### config.mk
export PLATFORM = sky130hd
export DESIGN_NAME = multi_led_pattern_blinker
export DESIGN_NICKNAME = d
export VERILOG_FILES = /design/src/rtl/multi_led_pattern_blinker.sv
export SDC_FILE = /design/constraint.sdc
export NUM_CORES = 1
export LEC_CHECK = 0
export ABC_AREA = 1
export CAP_MARGIN = 20
export CORE_ASPECT_RATIO = 1.2
export CORE_MARGIN = 2
export CORE_UTILIZATION = 45
export DETAILED_ROUTE_END_ITERATION = 8
export GPL_ROUTABILITY_DRIVEN = 0
export PLACE_DENSITY = 0.68
export SLEW_MARGIN = 5
export SYNTH_ARGS = -nofsm -noshare
export SYNTH_HDL_FRONTEND = slang
export SYNTH_SLANG_ARGS = --single-unit
### constraint.sdc
create_clock -name sys_clk -period 2.23 [get_ports sys_clk]
set_input_delay 0.223 -clock sys_clk [delete_from_list [all_inputs] [get_ports sys_clk]]
set_output_delay 0.223 -clock sys_clk [all_outputs]
set_load 0.03 [all_outputs]
### src/rtl/multi_led_pattern_blinker.sv
`default_nettype none
// ============================================================================
// Module  : multi_led_pattern_blinker
// Brief   : NUM_CH LED channels (off/on/blink/burst) on one shared tick prescaler.
// Revision: 1.0
// ============================================================================
module multi_led_pattern_blinker #(
  parameter int CLK_FREQ  = 27_000_000,
  parameter int TICK_FREQ = 1_000,
  parameter int NUM_CH    = 4,
  parameter int PERIOD_W  = 12,
  parameter int BURST_W   = 3,
  localparam int CH_W     = (NUM_CH > 1) ? $clog2(NUM_CH) : 1
) (
  input  logic                sys_clk,
  input  logic                sys_rst,
  input  logic                cfg_valid,
  output logic                cfg_ready,
  input  logic [CH_W-1:0]     cfg_ch,
  input  logic [1:0]          cfg_mode,
  input  logic [PERIOD_W-1:0] cfg_half_period,
  input  logic [BURST_W-1:0]  cfg_count,
  output logic                cfg_err,
  output logic                base_tick,
  output logic [NUM_CH-1:0]   led
);

  localparam int DIV   = CLK_FREQ / TICK_FREQ;
  localparam int CNT_W = (DIV > 2) ? $clog2(DIV) : 1;
  localparam int PH_W  = PERIOD_W + 2;

  localparam logic [CNT_W-1:0] C_DIV_LAST = CNT_W'(DIV - 1);
  localparam logic [CH_W:0]    C_NUM_CH   = (CH_W + 1)'(NUM_CH);

  typedef enum logic [1:0] {MODE_OFF, MODE_ON, MODE_BLINK, MODE_BURST} mode_e;
  typedef enum logic [1:0] {B_ON, B_OFF, B_GAP} bstate_e;

  if (DIV < 2) begin : g_div_check
    $error("multi_led_pattern_blinker: CLK_FREQ/TICK_FREQ must be >= 2");
  end
  if (NUM_CH < 1 || NUM_CH > 16) begin : g_ch_check
    $error("multi_led_pattern_blinker: NUM_CH must be 1..16");
  end

  logic [CNT_W-1:0] presc_q, presc_d;
  logic             base_tick_q, base_tick_d;
  logic             cfg_ready_q, cfg_ready_d;
  logic             cfg_err_q, cfg_err_d;
  logic             wr_en;

  always_comb begin
    wr_en       = cfg_valid && cfg_ready_q;
    presc_d     = (presc_q == C_DIV_LAST) ? '0 : presc_q + 1'b1;
    base_tick_d = (presc_q == C_DIV_LAST);
    cfg_ready_d = 1'b1;
    cfg_err_d   = wr_en && ({1'b0, cfg_ch} >= C_NUM_CH);
  end

  always_ff @(posedge sys_clk) begin
    if (sys_rst) begin
      presc_q     <= '0;
      base_tick_q <= 1'b0;
      cfg_ready_q <= 1'b0;
      cfg_err_q   <= 1'b0;
    end else begin
      presc_q     <= presc_d;
      base_tick_q <= base_tick_d;
      cfg_ready_q <= cfg_ready_d;
      cfg_err_q   <= cfg_err_d;
    end
  end

  assign base_tick = base_tick_q;
  assign cfg_ready = cfg_ready_q;
  assign cfg_err   = cfg_err_q;

  for (genvar i = 0; i < NUM_CH; i++) begin : g_ch
    mode_e               mode_q, mode_d;
    bstate_e             bst_q, bst_d;
    logic [PERIOD_W-1:0] half_q, half_d;
    logic [BURST_W-1:0]  num_q, num_d;
    logic [PH_W-1:0]     phase_q, phase_d;
    logic [BURST_W-1:0]  pulse_q, pulse_d;
    logic                led_q, led_d;
    logic                sel, ph_end, gap_end, burst_done;
    logic [BURST_W:0]    pulse_inc;

    always_comb begin
      mode_d     = mode_q;
      bst_d      = bst_q;
      half_d     = half_q;
      num_d      = num_q;
      phase_d    = phase_q;
      pulse_d    = pulse_q;
      led_d      = led_q;
      sel        = wr_en && (cfg_ch == CH_W'(i));
      ph_end     = (phase_q == {2'b00, half_q} - 1'b1);
      gap_end    = (phase_q == {half_q, 2'b00} - 1'b1);
      pulse_inc  = {1'b0, pulse_q} + 1'b1;
      burst_done = (pulse_inc == {1'b0, num_q});

      // A write on this channel takes precedence over a coincident tick.
      if (sel) begin
        mode_d  = mode_e'(cfg_mode);
        half_d  = (cfg_half_period == '0) ? PERIOD_W'(1) : cfg_half_period;
        num_d   = (cfg_count == '0) ? BURST_W'(1) : cfg_count;
        phase_d = '0;
        pulse_d = '0;
        bst_d   = B_ON;
        led_d   = (mode_e'(cfg_mode) != MODE_OFF);
      end else if (base_tick_q) begin
        case (mode_q)
          MODE_BLINK: begin
            if (ph_end) begin
              led_d   = ~led_q;
              phase_d = '0;
            end else begin
              phase_d = phase_q + 1'b1;
            end
          end
          MODE_BURST: begin
            case (bst_q)
              B_ON: begin
                if (ph_end) begin
                  phase_d = '0;
                  pulse_d = pulse_inc[BURST_W-1:0];
                  led_d   = 1'b0;
                  bst_d   = burst_done ? B_GAP : B_OFF;
                end else begin
                  phase_d = phase_q + 1'b1;
                end
              end
              B_OFF: begin
                if (ph_end) begin
                  phase_d = '0;
                  led_d   = 1'b1;
                  bst_d   = B_ON;
                end else begin
                  phase_d = phase_q + 1'b1;
                end
              end
              B_GAP: begin
                if (gap_end) begin
                  phase_d = '0;
                  pulse_d = '0;
                  led_d   = 1'b1;
                  bst_d   = B_ON;
                end else begin
                  phase_d = phase_q + 1'b1;
                end
              end
              default: bst_d = B_ON;
            endcase
          end
          default: ;
        endcase
      end
    end

    always_ff @(posedge sys_clk) begin
      if (sys_rst) begin
        mode_q  <= MODE_OFF;
        bst_q   <= B_ON;
        half_q  <= PERIOD_W'(1);
        num_q   <= BURST_W'(1);
        phase_q <= '0;
        pulse_q <= '0;
        led_q   <= 1'b0;
      end else begin
        mode_q  <= mode_d;
        bst_q   <= bst_d;
        half_q  <= half_d;
        num_q   <= num_d;
        phase_q <= phase_d;
        pulse_q <= pulse_d;
        led_q   <= led_d;
      end
    end

    assign led[i] = led_q;
  end

endmodule
`default_nettype wire

==> results of run 1 <==
layout make-up:
cell class,instances,area [sq um],area share
clock buffer,19,442.9,0.03281
sequential,165,3326,0.2464
clock inverter,13,126.4,0.009362
timing repair buffer,133,1207,0.08945
multi-input combinational,1260,7073,0.5240
tap,320,400.4,0.02966
inverter,245,922.1,0.06832
kinds of logic (layout without fill, tap and decap cells):
group,Yosys count,count (layout),synth area share
buffers and inverters,272,410,0.1002
other,1,1,0.0003467
AO/OA/AOI/OAI,173,173,0.09255
adder cells (fa/ha/maj),28,28,0.03239
flip-flops,165,165,0.3054
XOR/XNOR,82,82,0.06768
AND/OR/NAND/NOR,976,976,0.4014
stage by stage:
stage	hold WS [ns]	TNS, ns	setup slack (ns)	area [sq um]	utilization
after global routing	0.4830	-9.713	-0.3243	13500	0.5668
after detailed placement	0.4444	-4.851	-0.1737	12040	0.5057
after CTS	0.4545	-0.2393	-0.04349	12790	0.5371
after floorplan	0.4061	0	0.006846	10840	-
final	0.4486	-1.342	-0.1100	13500	0.5668
after global placement	0.4305	-2.141	-0.09582	12040	0.5057
report_power, final:
group,internal [uW],total (uW),switching [uW]
Clock,1580,2920,1340
Combinational,432,1030,600
Sequential,2980,3020,35.7
metal layers:
| layer | wire length [um] | vias up | share of wire | track usage |
|---|---|---|---|---|
| met5 | 0 | - | 0 | 0 |
| met4 | 1183 | 0 | 0.039 | 0.1144 |
| met3 | 1430 | 103 | 0.047 | 0.04289 |
| met2 | 14780 | 350 | 0.49 | 0.4013 |
| met1 | 13060 | 5156 | 0.43 | 0.2787 |
| li1 | - | 5725 | - | - |
synthesized netlist by cell type, types with 2 or more instances:
cell type | n | area share
a211oi_1 | 2 | 0.0014
a21oi_1 | 50 | 0.023
a31oi_1 | 4 | 0.0023
and2_1 | 4 | 0.0023
buf_1 | 3 | 0.0010
buf_2 | 2 | 0.00093
buf_4 | 7 | 0.0049
clkbuf_1 | 12 | 0.0042
clkinv_1 | 2 | 0.00069
dfxtp_1 | 165 | 0.31
ha_1 | 28 | 0.032
inv_1 | 238 | 0.083
inv_2 | 5 | 0.0017
nand2_1 | 418 | 0.15
nand2_2 | 10 | 0.0058
nand2_4 | 3 | 0.0031
nand3_1 | 190 | 0.088
nand3_2 | 6 | 0.0056
nand3b_1 | 9 | 0.0062
nand4_1 | 22 | 0.013
nor2_1 | 237 | 0.082
nor2_2 | 10 | 0.0058
nor2_4 | 16 | 0.017
nor3_1 | 28 | 0.013
nor3b_1 | 4 | 0.0028
nor4_1 | 11 | 0.0064
o2111ai_1 | 4 | 0.0032
o211ai_1 | 5 | 0.0035
o21a_1 | 3 | 0.0021
o21ai_0 | 44 | 0.020
o22ai_1 | 53 | 0.031
or2_2 | 4 | 0.0023
xnor2_1 | 4 | 0.0032
xor2_1 | 77 | 0.062
path summary, 6_finish.rpt:
| kind | start | to | slack (ns) | depth (start not counted) |
|---|---|---|---|---|
| worst min-delay path | presc_q[0]$_SDFF_PP0_ | presc_q[0]$_SDFF_PP0_ | 0.45 | 1 |
| worst max-delay path | g_ch[1].half_q[1]$_SDFFE_PP0P_ | g_ch[1].phase_q[13]$_SDFFE_PP0P_ | -0.11 | 16 |
| worst max register to register | g_ch[1].half_q[1]$_SDFFE_PP0P_ | g_ch[1].phase_q[13]$_SDFFE_PP0P_ | -0.11 | 16 |
| worst min register to register | presc_q[0]$_SDFF_PP0_ | presc_q[0]$_SDFF_PP0_ | 0.45 | 1 |
flip-flops by register name, indices dropped and copies added, names as in the netlist:
signal        flops
g_ch.phase_q     56
g_ch.half_q      48
g_ch.led_q        4
cfg_ready         1
g_ch.bst_q        8
base_tick         1
g_ch.mode_q       8
presc_q          15
g_ch.pulse_q     12
g_ch.num_q       12
repair_timing:
item                       CTS  global route
cloned                       0             1
setup endpoints to repair   70            80
resized for setup           46           179
setup buffers                8            12
pin swaps                   24            76
==> key figures, run 1 <==
Yosys
  – Number of flops mapped to enable cells by yosys: 0
  – Post-synth top flop: dfxtp_1
  – Post-Syn Area: 10820 sq um
  – Post-Syn Instances: 1697
  – FF+latch count, synth: 165
  – Seq/Total Area, Yosys: 0.3054
  – Async SR Flop Fraction: 0
  – Synth Warn #: 0
  – Cell variety after synth: 51
  – Syn Nets: between 1500 and 2000
  – Synthesized area per cell: about 6.4 sq um

Place
  – Placed Cells: 2103
  – DP HPWL: approximately 23000 um
  – IO Port Bufs: 27

CTS
  – CTS Buffer Depth: 2
  – Clock Latency Late Sink: roughly 0.45 ns
  – Post-CTS Hold Fix Bufs: 0
  – CTS H-tree lvls: 4
  – Num CTS Buffers: 17
  – CTS tree: yes
  – CTS root buf: clkbuf_16
  – Clock Sinks: roughly 170
  – Clk slew on worst S/H paths: roughly 0.07 ns

Cells and area
  – Commonest non-fill, non-tap cell in the layout: nand2_1
  – Nets: around 1900
  – Antenna diode count: 0
  – Area grow syn2layout: 24.80%
  – Layout fillers: between 2000 and 2500
  – Share of cells above drive strength 1: 0.1967
  – Fin cells: approximately 2200
  – Commonest non-fill, non-tap cells in the layout: nand2_1, inv_1, nor2_1, nand3_1, dfxtp_1

Timing
  – RSZ-0062 raised after global routing: true
  – Setup ws final: -0.1100 ns
  – Least-Margin Pin Slew: around 0.67 ns
  – Final setup vio count: 28
  – Fin crit share: 1.049
  – Max-slew violation count: 0
  – Setup Skew: approximately 0.011 ns
  – Tmin final: between 2 and 2.5 ns
  – Max_slew headroom: 0.5524
  – Final Hold Fails: 0
  – Fmax: between 0.4 and 0.5 GHz

Setup path
  – CP peak stage delay: 0.36 ns
  – Worst EP arrival: approximately 2.7 ns
  – CP max-delay cell: dfxtp_2
  – Critical path launch point type: flip-flop
  – CP cell instances: inv_2 > ha_4 > xor2_1 > nand3_1 > nor2_1 > nand2_1 > nor2_2 > nand3b_1 > nor2_2 > nand2_2 > or2_1 > nand2_1 > nand2_1 > nand2_2 > clkbuf_16 > nor2_2
  – Critical Path Fanout Max: 6
  – CP Capture Type: flip-flop
  – Largest delay share family, worst path: simple AND/OR/NAND/NOR gates
  – WS Path Type: reg -> reg
  – Buf+Inv Stages, Crit Path: 2
  – Worst EP required: between 2 and 3 ns

Floorplan
  – Die ar.: 25300 sq um
  – Starting density of the core: 0.4541
  – Die Span Y: 173.8 um
  – Row count: 62
  – # IOs: 29
  – Die width: between 100 and 150 um
  – Core area: 23820 sq um

Global route
  – Antenna violations before repair: 0
  – Global-route wire length before repair: around 49000 um
  – Grt ovf: 0
  – GRT Total Usage: 0.2329
  – Via count of the first global-routing pass: ~11000
  – Largest net degree at the start of global routing: 17

Detailed routing
  – Initial DRC count: roughly 840
  – Drt pass-1 iters: 5
  – Via count: 11330
  – Drt drc: 0
  – Post-DRT Antenna Nets: 0
  – Final wirelength: between 30000 and 40000 um
  – Wirelength per Cell: roughly 14 um
  – Post-DR vias/cell: approximately 5.3

Outcome
  – Outcome: complete, but fails checks
  – Violated checks: negative setup slack

Power
  – Power per cell area: 516.1 nW/um^2
  – Design Power: about 7000 uW
  – Maximum vdd ir drop: around 0.56 mV
  – LEAKAGE: between 0.005 and 0.006 uW

Hold path
  – Hold Crit Class: reg -> reg

Run
  – MaxCap Viol Count: 0
Power figures use the tool's default switching activity.
==> inputs of run 2 (changes only) <==
--- a/config.mk
+++ b/config.mk
@@ -12,7 +12,7 @@
 export CORE_UTILIZATION = 45
 export DETAILED_ROUTE_END_ITERATION = 8
 export GPL_ROUTABILITY_DRIVEN = 0
-export PLACE_DENSITY = 0.68
+export MAX_ROUTING_LAYER = met4
 export SLEW_MARGIN = 5
 export SYNTH_ARGS = -nofsm -noshare
 export SYNTH_HDL_FRONTEND = slang
==> run 2 against run 1 <==
Against the previous run:
- final area down 0.37%
- routed wire length up 1.3%
- the run still ends with negative setup slack left
- non-clock buffer count up 13
- highest routed layer unchanged
- largest power group unchanged
- cell count up 0.65%
- worst hold slack better by 0.0020 ns
- total power down 1.8%
==> key figures, run 2 (synthesized netlist as in run 1, its figures left out) <==
Outcome
  – Outcome: complete, but fails checks
  – Violated checks: negative setup slack

Setup path
  – Worst reg2reg setup slack: -0.05 ns (+0.06 ns)
  – Largest delay share family, worst path: simple AND/OR/NAND/NOR gates
  – WS Path Type: reg -> reg
  – Critical Path Fanout Max: 6 (unchanged)
  – CP peak stage delay: 0.39 ns (+0.03 ns)
  – Worst EP required: 2.56 ns (about the same)
  – Worst EP arrival: 2.61 ns (-0.07 ns)
  – CP max-delay cell: or3_4
  – Critical path launch point type: flip-flop
  – CP Capture Type: flip-flop
  – Buf+Inv Stages, Crit Path: 3 (+1)
  – CP cell instances: inv_2 > ha_4 > nand2_4 > nor2_4 > nand3_2 > nand3_2 > nand2_2 > nor2_2 > nand3_2 > or3_4 > nand2_2 > nand2_2 > nand2_4 > buf_12 > buf_16 > nor2_4

Cells and area
  – Commonest non-fill, non-tap cells in the layout: nand2_1, inv_1, nor2_1, nand3_1, dfxtp_1
  – Top Registers: g_ch.phase_q x56, g_ch.half_q x48, presc_q x15
  – Share of cells above drive strength 1: 0.1910 (-0.005713)
  – Final core occ: 0.5647 (-0.002101)
  – Area grow syn2layout: 24.34%
  – Nets: 1885 (+0.69%)
  – Largest register FFs: 56 (unchanged)
  – Reg with most FFs: g_ch.phase_q
  – Layout fillers: 2282 (+0.84%)
  – Commonest non-fill, non-tap cell in the layout: nand2_1

Floorplan
  – Starting density of the core: 0.4541 (unchanged)
  – Die width: 145.5 um (unchanged)
  – Die ar.: 25300 sq um (unchanged)
  – Die Span Y: 173.8 um (unchanged)
  – Core area: 23820 sq um (unchanged)
  – Row count: 62 (unchanged)
  – # IOs: 29 (unchanged)

Global route
  – GRT Total Usage: 0.2471 (+0.01420)
  – Global-route wire length before repair: 49610 um (+2.1%)
  – Largest net degree at the start of global routing: 18 (+1)
  – Grt ovf: 0 (unchanged)
  – Via count of the first global-routing pass: 10300 (-2.8%)
  – Antenna violations before repair: 1 (+1)

Timing
  – Hold Slack: 0.4506 ns (+0.001959 ns)
  – Setup Skew: 0.009705 ns (-0.001271 ns)
  – Final Hold Fails: 0 (unchanged)
  – Max-slew violation count: 0 (unchanged)
  – Max_slew headroom: 0.6419 (+0.08951)
  – Tmin final: 2.278 ns (-0.06178 ns)
  – Fin crit share: 1.022 (-0.02770)
  – Least-Margin Pin Slew: 0.5365 ns (-0.1349 ns)
  – Fmax: 0.4389 GHz (+2.7%)
  – RSZ-0062 raised after global routing: true
  – Setup ws final: -0.04818 ns (+0.06178 ns)
  – Final setup vio count: 13 (-54%)
  – Setup tns final: -0.2422 ns (+1.100 ns)

CTS
  – CTS H-tree lvls: 4 (unchanged)
  – Num CTS Buffers: 17 (unchanged)
  – CTS Buffer Depth: 2 (unchanged)
  – CTS root buf: clkbuf_16
  – Clock Latency Late Sink: 0.43 ns (-0.02 ns)
  – Clock Sinks: 165 (unchanged)
  – Clk slew on worst S/H paths: 0.07 ns (about the same)
  – CTS tree: yes
  – Post-CTS Hold Fix Bufs: 0 (unchanged)

Detailed routing
  – Drt pass-1 iters: 5 (unchanged)
  – Initial DRC count: 748 (-11%)
  – Drt drc: 0 (unchanged)
  – Wirelength per Cell: 14.23 um (+0.68%)
  – Via count: 11110 (-1.9%)
  – Final wirelength: 30860 um (+1.3%)
  – Post-DRT Antenna Nets: 0 (unchanged)
  – Post-DR vias/cell: 5.124 (-2.6%)

Power
  – Sequential share of power: 0.441 (+0.008)
  – Power per cell area: 508.9 nW/um^2 (-1.4%)
  – LEAKAGE: 0.005788 uW (+0.39%)
  – Clock share of power: 0.418 (about the same)
  – Pint: 4932 uW (-1.2%)
  – Sw frac: 0.2793 (-0.004127)
  – NetSw: 1911 uW (-3.2%)
  – Logic pwr share: 0.141 (-0.007)
  – Maximum vdd ir drop: 0.4850 mV (-14%)

Place
  – DP HPWL: 23580 um (+4.7%)
  – IO Port Bufs: 27 (unchanged)
  – Pre-CTS setup slack: -0.1285 ns (+0.04518 ns)

Hold path
  – Hold Crit Class: reg -> reg

Run
  – MaxCap Viol Count: 0 (unchanged)
==> run 2: cell types whose count changed in the layout (fill, tap and decap cells not counted), moves of 5 or more <==
cell,delta
nor2_2,-11
nor2_1,+15
buf_4,+19
dfxtp_1,+5
buf_6,-6
==> run 2: power by group through the flow <==
| stage | clock network (uW) | logic (uW) | registers (uW) |
|---|---|---|---|
| 2_1_floorplan | 0 | 504 | 3070 |
| 3_3_place_gp | 0 | 816 | 3080 |
| 3_5_place_dp | 0 | 820 | 3080 |
| 4_1_cts | 2920 | 864 | 3010 |
| 5_1_grt | 3030 | 1050 | 3020 |
| 6_report | 2860 | 965 | 3020 |
==> run 2: cell type report <==
cell class	instances	area, sq um	share of cell area
multi-input cells	1260	6967	0.5180
flip-flops and latches	165	3317	0.2467
repair buffers	146	1280	0.09518
inverters	245	922.1	0.06857
clock buffers	18	429.2	0.03191
well taps	320	400.4	0.02977
clock inverters	14	130.1	0.009676
diodes	1	2.502	0.0001861
==> run 2: worst register-to-register path, delay by kind of cell, from the launching register on <==
| kind | cells | cell delay (ns) |
|---|---|---|
| AND/OR/NAND/NOR | 12 | 1.34 |
| flip-flops | 1 | 0.33 |
| buffers and inverters | 3 | 0.30 |
| adder cells (fa/ha/maj) | 1 | 0.19 |
==> run 2: timing repair <==
item	4_1_cts	5_1_grt
setup buffers	6	10
endpoints found under the setup margin	57	80
gates cloned	1	0
pin swaps	13	54
gates resized for setup	35	154
==> run 2: worst paths after layout <==
| check | to | from | depth (start not counted) |
|---|---|---|---|
| min reg2reg | presc_q[0]$_SDFF_PP0_ | presc_q[0]$_SDFF_PP0_ | 1 |
| max reg2reg | g_ch[2].phase_q[10]$_SDFFE_PP0P_ | g_ch[2].half_q[1]$_SDFFE_PP0P_ | 16 |
| max | g_ch[2].phase_q[10]$_SDFFE_PP0P_ | g_ch[2].half_q[1]$_SDFFE_PP0P_ | 16 |
| min | presc_q[0]$_SDFF_PP0_ | presc_q[0]$_SDFF_PP0_ | 1 |
==> run 2: per-stage QoR <==
step | area [sq um] | instances | power [uW]
after floorplan | 10840 | 1697 | 3579
after global placement | 12190 | 2122 | 3895
after detailed placement | 12190 | 2122 | 3899
after CTS | 12930 | 2161 | 6795
after global routing | 13450 | 2169 | 7099
final | 13450 | 2169 | 6843
==> run 2: routing by layer <==
layer,track usage,vias up,part of all wire,wire [um]
li1,-,5726,-,-
met1,0.3026,5118,0.45,13880
met2,0.4252,225,0.50,15440
met3,0.03421,44,0.031,971
met4,0.07026,0,0.019,573
met5,-,-,0,0
